<file path="config.mk">
export PLATFORM = sky130hd
export DESIGN_NAME = seq_div
export DESIGN_NICKNAME = d
export VERILOG_FILES = /design/src/rtl/seq_div.sv
export SDC_FILE = /design/constraint.sdc
export NUM_CORES = 1
export LEC_CHECK = 0
export CAP_MARGIN = 20
export CELL_PAD_IN_SITES_DETAIL_PLACEMENT = 1
export CELL_PAD_IN_SITES_GLOBAL_PLACEMENT = 2
export CORE_ASPECT_RATIO = 0.6
export CORE_MARGIN = 10
export CORE_UTILIZATION = 30
export DETAILED_ROUTE_END_ITERATION = 12
export PLACE_DENSITY = 0.81
export SYNTH_ARGS = -nofsm -noshare
export SYNTH_HDL_FRONTEND = slang
export SYNTH_SLANG_ARGS = --single-unit
</file>
<file path="constraint.sdc">
create_clock -name clk -period 1.6 [get_ports clk]
set_input_delay 0.16 -clock clk [delete_from_list [all_inputs] [get_ports clk]]
set_output_delay 0.16 -clock clk [all_outputs]
set_load 0.01 [all_outputs]
</file>
<file path="src/rtl/seq_div.sv">
// Sequential restoring divider: one quotient bit per clock, registered
// quotient/remainder with a one-cycle done pulse and a divide-by-zero flag.
module seq_div #(
   parameter int DW = 8,
   parameter int VW = 4
) (
   input  logic          clk,
   input  logic          rst_n,
   input  logic          start,
   input  logic [DW-1:0] dividend,
   input  logic [VW-1:0] divisor,
   output logic [DW-1:0] quotient,
   output logic [VW-1:0] remainder,
   output logic          busy,
   output logic          done,
   output logic          div_by_zero
);

   localparam int CW = $clog2(DW + 1);

   typedef enum logic [0:0] {
      IDLE = 1'b0,
      CALC = 1'b1
   } state_t;

   state_t        state_r;
   logic [DW-1:0] q_r;
   logic [VW-1:0] d_r;
   // After every restoring step R < D, so the MSB of the (VW+1)-bit
   // partial remainder is always zero and is not stored.
   logic [VW-1:0] r_r;
   logic [CW-1:0] cnt_r;
   logic          dz_pend_r;

   logic [VW:0]   t_s;
   logic [VW:0]   diff_s;
   logic          ge_s;
   logic [DW-1:0] q_nxt_s;
   logic [VW-1:0] r_nxt_s;

   // One restoring step: trial subtract of the divisor from the shifted remainder.
   always_comb begin
      t_s     = {r_r, q_r[DW-1]};
      diff_s  = t_s - {1'b0, d_r};
      ge_s    = (t_s >= {1'b0, d_r});
      q_nxt_s = {q_r[DW-2:0], ge_s};
      if (ge_s) begin
         r_nxt_s = diff_s[VW-1:0];
      end else begin
         r_nxt_s = t_s[VW-1:0];
      end
   end

   // Control FSM, datapath registers and registered outputs.
   always_ff @(posedge clk or negedge rst_n) begin
      if (!rst_n) begin
         state_r     <= IDLE;
         q_r         <= '0;
         d_r         <= '0;
         r_r         <= '0;
         cnt_r       <= '0;
         dz_pend_r   <= 1'b0;
         quotient    <= '0;
         remainder   <= '0;
         busy        <= 1'b0;
         done        <= 1'b0;
         div_by_zero <= 1'b0;
      end else begin
         done <= 1'b0;
         case (state_r)
            IDLE: begin
               if (dz_pend_r) begin
                  // Divide-by-zero result is reported one edge after the start.
                  dz_pend_r   <= 1'b0;
                  done        <= 1'b1;
                  div_by_zero <= 1'b1;
                  quotient    <= '1;
                  remainder   <= '0;
               end else if (start) begin
                  if (divisor != '0) begin
                     q_r     <= dividend;
                     d_r     <= divisor;
                     r_r     <= '0;
                     cnt_r   <= CW'(DW);
                     busy    <= 1'b1;
                     state_r <= CALC;
                  end else begin
                     dz_pend_r <= 1'b1;
                  end
               end else begin
                  state_r <= IDLE;
               end
            end
            CALC: begin
               q_r   <= q_nxt_s;
               r_r   <= r_nxt_s;
               cnt_r <= cnt_r - CW'(1);
               if (cnt_r == CW'(1)) begin
                  quotient    <= q_nxt_s;
                  remainder   <= r_nxt_s;
                  done        <= 1'b1;
                  div_by_zero <= 1'b0;
                  busy        <= 1'b0;
                  state_r     <= IDLE;
               end else begin
                  state_r <= CALC;
               end
            end
            default: begin
               state_r <= IDLE;
               busy    <= 1'b0;
            end
         endcase
      end
   end

endmodule

</file>
Yosys cells after proc, flatten, opt, wreduce, memory -nomap -nowiden:

Index checks and enable logic that the tools add are counted.

* input port bits: 15
* output and inout bits: 15
* bits in registers: 37

* mux-type cells: 37
* bitwise operators: 2
* eq/ne operators: 6
* add/subtract/negate cells: 2
* reductions and logical operators: 5
* magnitude comparators: 1

Operators by type and width (number)
* $mux W8: 5
* $mux W4: 9
* $pmux W8 S2: 2
* $pmux W4 S2: 3
* $mux W1: 14
* $ne A2 B2 Y1 const B: 4
* $pmux W1 S2: 4
* $reduce_and A4 Y1: 2
* $ge A5 B4 Y1: 1
* $eq A4 B1 Y1 const B: 1
* $reduce_bool A4 Y1: 1
* $sub A4 B1 Y4 const B: 1
* $sub A4 B4 Y4: 1
* $reduce_and A3 Y1: 1
* $ne A2 B1 Y1 const B: 1
* $not A1 Y1: 2
* $reduce_and A2 Y1: 1

Logic depth before layout (Yosys ltp):

Gate-level depths: netlist of run 1.

* word-level depth: 5
* gate-level depth with buffers: 8
* depth with buffers taken out: 7

Worst setup path after synthesis of run 1:

No wires, ideal clock.

* path type: flip-flop to flip-flop
* from: reg r_r[1]
* to: reg r_r[1]
* clock period less this slack: 1.674 ns
* setup time: 0.122 ns
* cell stages (with the launch flop): 6
* path buffers: 0
* setup slack: -0.074 ns
* data required time: 1.478 ns
* arrival time: 1.553 ns
* cell sequence: dfrtp_1 > ha_1 > o21ai_0 > a21oi_1 > o21ai_0 > a32o_1

* cells in the longest elaborated chain, start to end: 3

Ends and longest elaborated chain
* from (decl): RTL line 31 `logic [VW-1:0] r_r;`
* from (signal assigned): RTL line 96 `r_r <= r_nxt_s;`
* $ge A5 B4 Y1: RTL line 45 `ge_s = (t_s >= {1'b0, d_r});`
* $mux W4: RTL line 47 `if (ge_s) begin`
* $pmux W4 S2: RTL line 70 `case (state_r)`

Every way passes these cells.
A chain may end at the register's enable or synchronous reset.

Worst setup path after layout of run 1:

* from: reg d_r[0]
* to: reg r_r[1]

* cells in the longest elaborated chain, start to end: 3
* elaborated cells on any way between the ends: 4

Ends and longest elaborated chain
* from (decl): RTL line 28 `logic [VW-1:0] d_r;`
* from (signal assigned): RTL line 82 `d_r <= divisor;`
* $sub A4 B4 Y4 or $ge A5 B4 Y1 (tied branches): RTL line 44, 45
* $mux W4 (*): RTL line 47
* $pmux W4 S2 (*): RTL line 70

Every way passes the cells marked *; elsewhere a longest branch is shown, timed or not.

==> results of run 1 <==
==> cell usage in the layout (no fill, tap or decap), drive strengths merged, types with 2 or more instances in the layout <==
master	n
dfrtp	37
clkbuf	7
o21ai	17
o22a	7
clkdlybuf4s50	29
xnor2	2
a21o	2
buf	30
ha	6
mux2i	7
nand2	18
a21oi	7
or3	3
inv	9
a32o	4
nand3	3
mux2	4
nor2	8
==> layout make-up <==
| type | count | area (um2) |
|---|---|---|
| fillers | 641 | 3080 |
| flip-flops and latches | 37 | 927 |
| multi-input cells | 105 | 828 |
| repair buffers | 59 | 515 |
| well taps | 80 | 100 |
| clock buffers | 7 | 86.3 |
| inverters | 9 | 36.3 |
==> worst max-delay path, stage by stage, from the launching register on <==
cell and delay (ns):
dfrtp_1 0.40, ha_1 0.32, nand4_1 0.09, nand2_2 0.12
or3_4 0.41, a32o_1 0.23
==> synthesized netlist by cell type (2+ instances only) <==
| master | count |
|---|---|
| nor2_1 | 7 |
| mux2i_1 | 7 |
| a32o_1 | 4 |
| or3_1 | 3 |
| clkbuf_1 | 3 |
| ha_1 | 6 |
| nand2_1 | 17 |
| o21ai_0 | 11 |
| mux2_2 | 4 |
| dfrtp_1 | 37 |
| nand3_1 | 3 |
| o21ai_1 | 6 |
| a21oi_1 | 6 |
| o22a_1 | 7 |
| a21o_1 | 2 |
| inv_1 | 9 |
| xnor2_1 | 2 |
==> sequential cells by signal (all words and copies together) (netlist names) <==
| signal | count |
|---|---|
| cnt_r | 4 |
| q_r | 8 |
| d_r | 4 |
| r_r | 4 |
| done | 1 |
| div_by_zero | 1 |
| remainder | 4 |
| busy | 1 |
| quotient | 8 |
| dz_pend_r | 1 |
| state_r | 1 |
==> worst max path at each step <==
stage	slack [ns]	cells after the start	endpoint	start
floorplan	-0.003	6	r_r[1]	d_r[1]
global placement	-0.13	5	q_r[0]	divisor[1]
detailed placement	-0.22	6	cnt_r[2]	divisor[1]
CTS	-0.08	6	r_r[1]	d_r[1]
global route	-0.13	5	r_r[1]	d_r[0]
finish	-0.09	5	r_r[1]	d_r[0]
==> report_power, final <==
| part | switching, mW | internal (mW) |
|---|---|---|
| Sequential | 0.350 | 1.41 |
| Clock | 0.328 | 0.342 |
| Combinational | 1.70 | 1.89 |
| Total | 2.38 | 3.64 |
==> logic make-up (layout without fill, tap and decap cells) <==
| kind of cell | after synthesis | count (layout) | share of synthesized area |
|---|---|---|---|
| AO/OA/AOI/OAI | 43 | 43 | 0.167 |
| XOR/XNOR | 3 | 3 | 0.0153 |
| adder cells (fa/ha/maj) | 7 | 7 | 0.0554 |
| buffers and inverters | 14 | 75 | 0.0357 |
| flip-flops | 37 | 37 | 0.539 |
| multiplexers | 11 | 11 | 0.0671 |
| AND/OR/NAND/NOR | 41 | 41 | 0.120 |
==> metal layers <==
metal	track usage	vias to the layer above
met5	0	-
met4	0.0184	0
met3	0.0450	5
met2	0.181	25
met1	0.136	723
li1	-	676
==> stage by stage <==
| step | TNS [ns] | power (mW) |
|---|---|---|
| 2_1_floorplan | -0.0115 | 3.33 |
| 3_3_place_gp | -2.10 | 4.52 |
| 3_5_place_dp | -3.66 | 4.76 |
| 4_1_cts | -0.369 | 5.75 |
| 5_1_grt | -0.793 | 6.47 |
| 6_report | -0.336 | 6.02 |
==> what timing repair did <==
item | 4_1_cts | 5_1_grt
setup buffers | 3 | 3
pin swaps | 1 | 8
resized for setup | 9 | 10
endpoints found under the setup margin | 16 | 17
cloned | 0 | 0
==> results.cfg, run 1 <==
[setup_path]
critPathKind = flip-flop to flip-flop
r2r_setup_slack_ns = -0.09
r2r-end = r_r[1]
start_kind = flip-flop
ff2ff_path_depth = 5
r2r_start = d_r[0]
worstPathArrival_ns = 1.87
end_kind = flip-flop
critPathMaxFanout = 7
cp_data_required_time_ns = 1.78

[cells_and_area]
nNetsFinal = 239
post-route-util = 0.448
drive_gt1_frac = 0.300
postLayoutCellArea_mm2 = 0.00249
areaGrowthSynthToFinish_pct = 45.3
diodes = 0
layout.cells.non_filler = 297

[synthesis]
yosysWarnings = 0
syn-num-nets = 178
ys_async_sr_fraction = 1.00
synth_area_leader_cell = dfrtp_1
synth_ff_type = dfrtp_1
ys_seq_area_frac = 0.539
syn_inst = 156
synth_area_leaders = dfrtp_1 54%, ha_1 4.4%, mux2i_1 4.1%
synth-edff-count = 0
syn-cell-area_mm2 = 0.00172
synth.distinct_cells = 39
syn_area_per_cell_um2 = 11.0
ys_ff_latch = 37
synth_top_cell_area_share = 0.539

[clock_network]
clk_path_buf_depth = 2
cts_hold_buf = 0
clkSlewWorstSetupHoldPaths_ns = 0.07
cts_inserted_buffers = 5
cts_tree = done
htreeDepth = 2
clock-sinks = 37
root_buffer = clkbuf_8
clock_latency_ns = 0.29

[route]
drt_iter0_markers = 57
antenna_left = 0
first_pass_iters = 4
top_layer_used = met4
viasPerCell = 4.81
num_vias = 1429
routedLengthMet1_um = 2430
wl_met3_um = 274
wl_met2_um = 2400
finalWirelength_um = 5130
post_drt_wl_per_cell_um = 17.3
route.detailed.drc = 0

[floorplan]
initial_core_util = 0.308
die_h_um = 78.6
die_area_mm2 = 0.00925
pin_count = 30
core_mm2 = 0.00557
die-width_um = 118
row_count = 21

[place]
dp.cells = 284
place_hpwl_um = 3830
dpl-instance-area_mm2 = 0.00228
dp_slack_ns = -0.219
place_congestion = 0.853
io_buffer_count = 29

[sta]
tightestPinTransition_ns = 0.476
slew_viol_final = 0
worst_slack_ns = -0.0909
holdWs_ns = 0.285
period_needed_ns = 1.69
fmax_ghz = 0.591
rsz0062_at_grt = true
layout_worst_path_cycle_share = 1.06
finClkSkew_ns = 0.00180
setup_violations = 6
hold_viol = 0
maxSlewHeadroom = 0.683

[run_status]
violations = negative setup slack
status = complete, but fails checks

[global_route]
grt_max_degree = 38
track_usage = 0.110
gr-total-overflow = 0
grt_pass1_wl_um = 8400
grt_pass1_vias = 1565
antenna_found_initial = 0

[pwr]
peakVddDrop_uv = 735
power.density_mw_per_mm2 = 2410
p_leak_nw = 1.09

[worst_hold_path]
hold_path.class = input pin to asynchronous set/reset pin

[run]
maxCapViolCount = 0
Power figures use the tool's default switching activity.
==> run 2: changes to the inputs <==
--- a/config.mk
+++ b/config.mk
@@ -7,12 +7,13 @@
 export LEC_CHECK = 0
 export CAP_MARGIN = 20
 export CELL_PAD_IN_SITES_DETAIL_PLACEMENT = 1
-export CELL_PAD_IN_SITES_GLOBAL_PLACEMENT = 2
+export CELL_PAD_IN_SITES_GLOBAL_PLACEMENT = 1
 export CORE_ASPECT_RATIO = 0.6
 export CORE_MARGIN = 10
 export CORE_UTILIZATION = 30
 export DETAILED_ROUTE_END_ITERATION = 12
-export PLACE_DENSITY = 0.81
+export DONT_BUFFER_PORTS = 1
+export PLACE_DENSITY = 0.61
 export SYNTH_ARGS = -nofsm -noshare
 export SYNTH_HDL_FRONTEND = slang
 export SYNTH_SLANG_ARGS = --single-unit
==> results.cfg, run 2 (synthesized netlist as in run 1, its figures left out) <==
[run_status]
status = complete, but fails checks
violations = negative setup slack

[cells_and_area]
nNetsFinal = 220
final_cell_mix = 37 x buf_4, 36 x dfrtp_1, 16 x nand2_1
post-route-util = 0.425
multi_input_area_um2 = 873
areaGrowthSynthToFinish_pct = 38.0
diodes = 0
drive_gt1_frac = 0.412
final_common_cell = buf_4
reg_top3 = q_r (8), quotient (8)
regArea_um2 = 927
fillers = 641

[sta]
maxSlewHeadroom = 0.810
rsz0062_at_grt = true
tightestPinTransition_ns = 0.284
period_needed_ns = 1.72
slew_viol_final = 0
setup_violations = 14
hold_viol = 0
fin_tns_setup_ns = -0.592
fmax_ghz = 0.583
worst_slack_ns = -0.116
finClkSkew_ns = 0.00639
layout_worst_path_cycle_share = 1.07

[floorplan]
core_mm2 = 0.00557
pin_count = 30
row_count = 21
die-width_um = 118
die_area_mm2 = 0.00925
die_h_um = 78.6
initial_core_util = 0.308

[run]
maxCapViolCount = 0

[global_route]
use_met3 = 0.0379
grt_max_degree = 38
grt_pass1_vias = 1534
antenna_found_initial = 0
top_usage_layer = met2
grt_pass1_wl_um = 8670
track_usage = 0.118
gr-total-overflow = 0
grtUsageMet1 = 0.139
use_met2 = 0.191

[clock_network]
clk_path_buf_depth = 2
clock_latency_ns = 0.29
clkSlewWorstSetupHoldPaths_ns = 0.08
cts_tree = done
cts_inserted_buffers = 5
htreeDepth = 2
clock-sinks = 37
root_buffer = clkbuf_8

[setup_path]
critPathMaxFanout = 8
timing.critical_path.buf_inv = 0
path_cells = ha_4 -> o21ai_4 -> a21oi_4 -> or3_4 -> a31oi_1
ff2ff_path_depth = 5
crit_slowest_cell = dfrtp_2
cp_data_required_time_ns = 1.79
end_kind = flip-flop
r2r_start = r_r[1]
critical_path.max_stage_delay_ns = 0.46
r2r_setup_slack_ns = -0.12
r2r-end = remainder[2]
start_kind = flip-flop
critPathKind = flip-flop to flip-flop
path_delay_family = compound AO/OA/AOI/OAI gates
worstPathArrival_ns = 1.90

[route]
post_drt_wl_per_cell_um = 19.2
route.detailed.drc = 0
antenna_left = 0
drt_iter0_markers = 119
num_vias = 1393
first_pass_iters = 4
viasPerCell = 4.99
finalWirelength_um = 5340

[place]
place_congestion = 0.800
dp_slack_ns = -0.109
io_buffer_count = 0
place_hpwl_um = 3450

[worst_hold_path]
min_from = divisor[2]
min_to = d_r[2]
whs_path_depth = 1
hold_path.class = input pin to flip-flop

[pwr]
p_leak_nw = 1.03
pwr-share-comb = 0.557
power.density_mw_per_mm2 = 2620
seq_power_share = 0.307
power_switching_mw = 2.46
clkPwrFrac = 0.136
swShare = 0.396
p_int_mw = 3.76
peakVddDrop_uv = 832
[run 2: cell types whose count changed in the layout (fill, tap and decap cells not counted), sizes merged]
| cell | before | now |
|---|---|---|
| bufinv | 0 | 1 |
| buf | 30 | 38 |
| inv | 9 | 8 |
| clkdlybuf4s50 | 29 | 0 |
| clkinvlp | 0 | 2 |
| dlygate4sd3 | 0 | 1 |
[run 2: worst max path at each step]
| stage | from | end | cells past startpoint |
|---|---|---|---|
| after detailed placement | q_r[7] | r_r[1] | 6 |
| after global routing | r_r[1] | remainder[2] | 6 |
| after CTS | r_r[0] | r_r[0] | 5 |
| final | r_r[1] | remainder[2] | 5 |
| after global placement | d_r[3] | r_r[1] | 6 |
| after floorplan | d_r[1] | r_r[1] | 6 |
[run 2: area by class of cell]
| cell class | count | area share |
|---|---|---|
| inverter | 9 | 0.0158 |
| timing repair inverter | 1 | 0.00317 |
| tap | 80 | 0.0422 |
| timing repair buffer | 39 | 0.130 |
| sequential | 37 | 0.391 |
| multi-input combinational | 105 | 0.369 |
| clock buffer | 7 | 0.0364 |
| clock inverter | 1 | 0.0127 |
[run 2: per-layer routing]
metal  up-vias  wire, um  share of wire
met4         0       116          0.022
met3         8       328          0.061
met2        37      2630           0.49
li1        637         -              -
met1       711      2270           0.42
met5         -         0              0
[run 2: stage by stage]
stage	instances	instance area, um2	hold WS [ns]	power, mW
floorplan	156	1740	-0.136	3.33
global placement	253	1970	-0.134	4.23
detailed placement	253	1970	-0.134	4.35
CTS	273	2260	0.0147	5.73
global route	279	2370	0.00570	6.69
finish	279	2370	0.0183	6.22
[run 2: timing repair]
action                                 4_1_cts  5_1_grt
hold buffers                                 2        0
setup buffers                                9        6
setup endpoints to repair                   14       22
pin swaps                                   11       13
endpoints found under the hold margin       37        0
resized for setup                           15       16
cloned                                       1        0
[run 2: power groups by stage]
stage / clock (mW) / sequential [mW] / combinational [mW]
after global placement: 0 / 1.87 / 2.36
final: 0.845 / 1.91 / 3.46
after CTS: 0.865 / 1.89 / 2.98
after global routing: 0.910 / 1.97 / 3.81
after floorplan: 0 / 1.76 / 1.57
after detailed placement: 0 / 1.89 / 2.45
==> run 3: changes to the inputs <==
==> constraint.sdc (replaced) <==
create_clock -name clk -period 1.44 [get_ports clk]
set_input_delay 0.144 -clock clk [delete_from_list [all_inputs] [get_ports clk]]
set_output_delay 0.144 -clock clk [all_outputs]
set_load 0.01 [all_outputs]
==> results.cfg, run 3 (synthesized netlist as in run 1, its figures left out) <==
[cells_and_area]
areaGrowthSynthToFinish_pct = 33.5
drive_gt1_frac = 0.337
final_common_cell = dfrtp_1
nNetsFinal = 215
postLayoutCellArea_mm2 = 0.00229
layout.cells.non_filler = 273
reg_top3 = q_r (8), quotient (8)
final_cell_mix = 37 x dfrtp_1, 29 x buf_4, 16 x nand2_1
diodes = 0

[sta]
hold_viol = 0
setup_violations = 10
finClkSkew_ns = 0.00460
holdWs_ns = 0.0613
slew_viol_final = 0
worst_slack_ns = -0.240
period_needed_ns = 1.68
fmax_ghz = 0.595
rsz0062_at_grt = true
tightestPinTransition_ns = 0.335
maxSlewHeadroom = 0.777
layout_worst_path_cycle_share = 1.17

[setup_path]
critPathKind = flip-flop to flip-flop
end_kind = flip-flop
crit_slowest_cell = or3_4
path_cells = inv_2 -> ha_4 -> nand4_1 -> nand2_2 -> or3_4 -> a32o_1
r2r_start = d_r[3]
critPathMaxFanout = 5
start_kind = flip-flop
cp_data_required_time_ns = 1.62
critical_path.max_stage_delay_ns = 0.41
worstPathArrival_ns = 1.86
timing.critical_path.buf_inv = 1
path_delay_family = simple AND/OR/NAND/NOR gates
crit_start = d_r[3]

[global_route]
antenna_found_initial = 0
use_met2 = 0.183
track_usage = 0.111
grtUsageMet1 = 0.135
gr-total-overflow = 0
grt_pass1_wl_um = 8270
grt_pass1_vias = 1495
use_met3 = 0.0329
top_usage_layer = met2
grt_max_degree = 38

[pwr]
clkPwrFrac = 0.117
p_int_mw = 3.73
power_mw = 6.28
power_switching_mw = 2.55
swShare = 0.406
p_leak_nw = 1.01
peakVddDrop_uv = 1060
pwr-share-comb = 0.547
power.density_mw_per_mm2 = 2740
seq_power_share = 0.337

[clock_network]
root_buffer = clkbuf_8
clk_path_buf_depth = 2
htreeDepth = 2
clock_latency_ns = 0.29
clkSlewWorstSetupHoldPaths_ns = 0.07
cts_inserted_buffers = 5
clock-sinks = 37
cts_tree = done

[route]
antenna_left = 0
route.detailed.drc = 0
finalWirelength_um = 4950
num_vias = 1333
first_pass_iters = 4
post_drt_wl_per_cell_um = 18.1
viasPerCell = 4.88
drt_iter0_markers = 35

[place]
io_buffer_count = 0
place_hpwl_um = 3620
dp_slack_ns = -0.351
dp.cells = 254
place_congestion = 0.831
dpl-instance-area_mm2 = 0.00199

[run_status]
violations = negative setup slack
status = complete, but fails checks

[worst_hold_path]
min_from = dividend[4]
hold_path.class = input pin to flip-flop

[floorplan]
row_count = 21
initial_core_util = 0.308
core_mm2 = 0.00557
pin_count = 30
die_h_um = 78.6
die_area_mm2 = 0.00925
die-width_um = 118

[run]
maxCapViolCount = 0
run 3: cell count changes in the layout (fill, tap and decap cells not counted), sizes merged:
cell and change:
buf -8, dlygate4sd3 +4, clkinvlp -2, bufinv -1, inv +1
run 3: timing repair:
action / in CTS / in global routing
pin swaps: 5 / 9
gates resized for setup: 15 / 8
endpoints found under the setup margin: 20 / 21
endpoints found under the hold margin: 41 / 0
setup buffers: 5 / 1
hold buffers: 6 / 0
run 3: worst paths after layout:
path | depth (start not counted) | endpoint | slack [ns]
hold / removal | 2 | q_r[4] | 0.06
min in group asynchronous | 2 | d_r[2] | 0.30
setup / recovery | 6 | remainder[1] | -0.24
setup reg to reg | 6 | remainder[1] | -0.24
hold reg to reg | 2 | r_r[3] | 0.53
max in group asynchronous | 2 | cnt_r[3] | 0.94
run 3: metrics by stage:
step | utilization | setup TNS, ns
final | 0.412 | -1.79
after global routing | 0.412 | -2.76
after CTS | 0.404 | -1.83
after detailed placement | 0.357 | -2.40
after global placement | 0.357 | -1.44
after floorplan | - | -0.728
run 3: routing by layer:
layer	part of all wire	wire length, um	vias to the layer above
li1	-	-	630
met1	0.45	2230	667
met2	0.48	2370	28
met5	0	0	-
met4	0.013	66	0
met3	0.057	282	8
run 3: cell type report:
| cell class | instances | area, um2 |
|---|---|---|
| clock buffers | 7 | 86.3 |
| inverters | 9 | 36.3 |
| flip-flops and latches | 37 | 926 |
| multi-input cells | 105 | 856 |
| repair buffers | 35 | 288 |
| fillers | 630 | 3280 |
| well taps | 80 | 100 |
run 3: power by group through the flow:
stage / logic, mW / clock network [mW] / registers [mW]
after floorplan: 1.78 / 0 / 1.95
after global placement: 2.61 / 0 / 2.08
after detailed placement: 2.81 / 0 / 2.10
after CTS: 3.29 / 0.759 / 2.12
after global routing: 3.79 / 0.803 / 2.19
final: 3.44 / 0.733 / 2.11
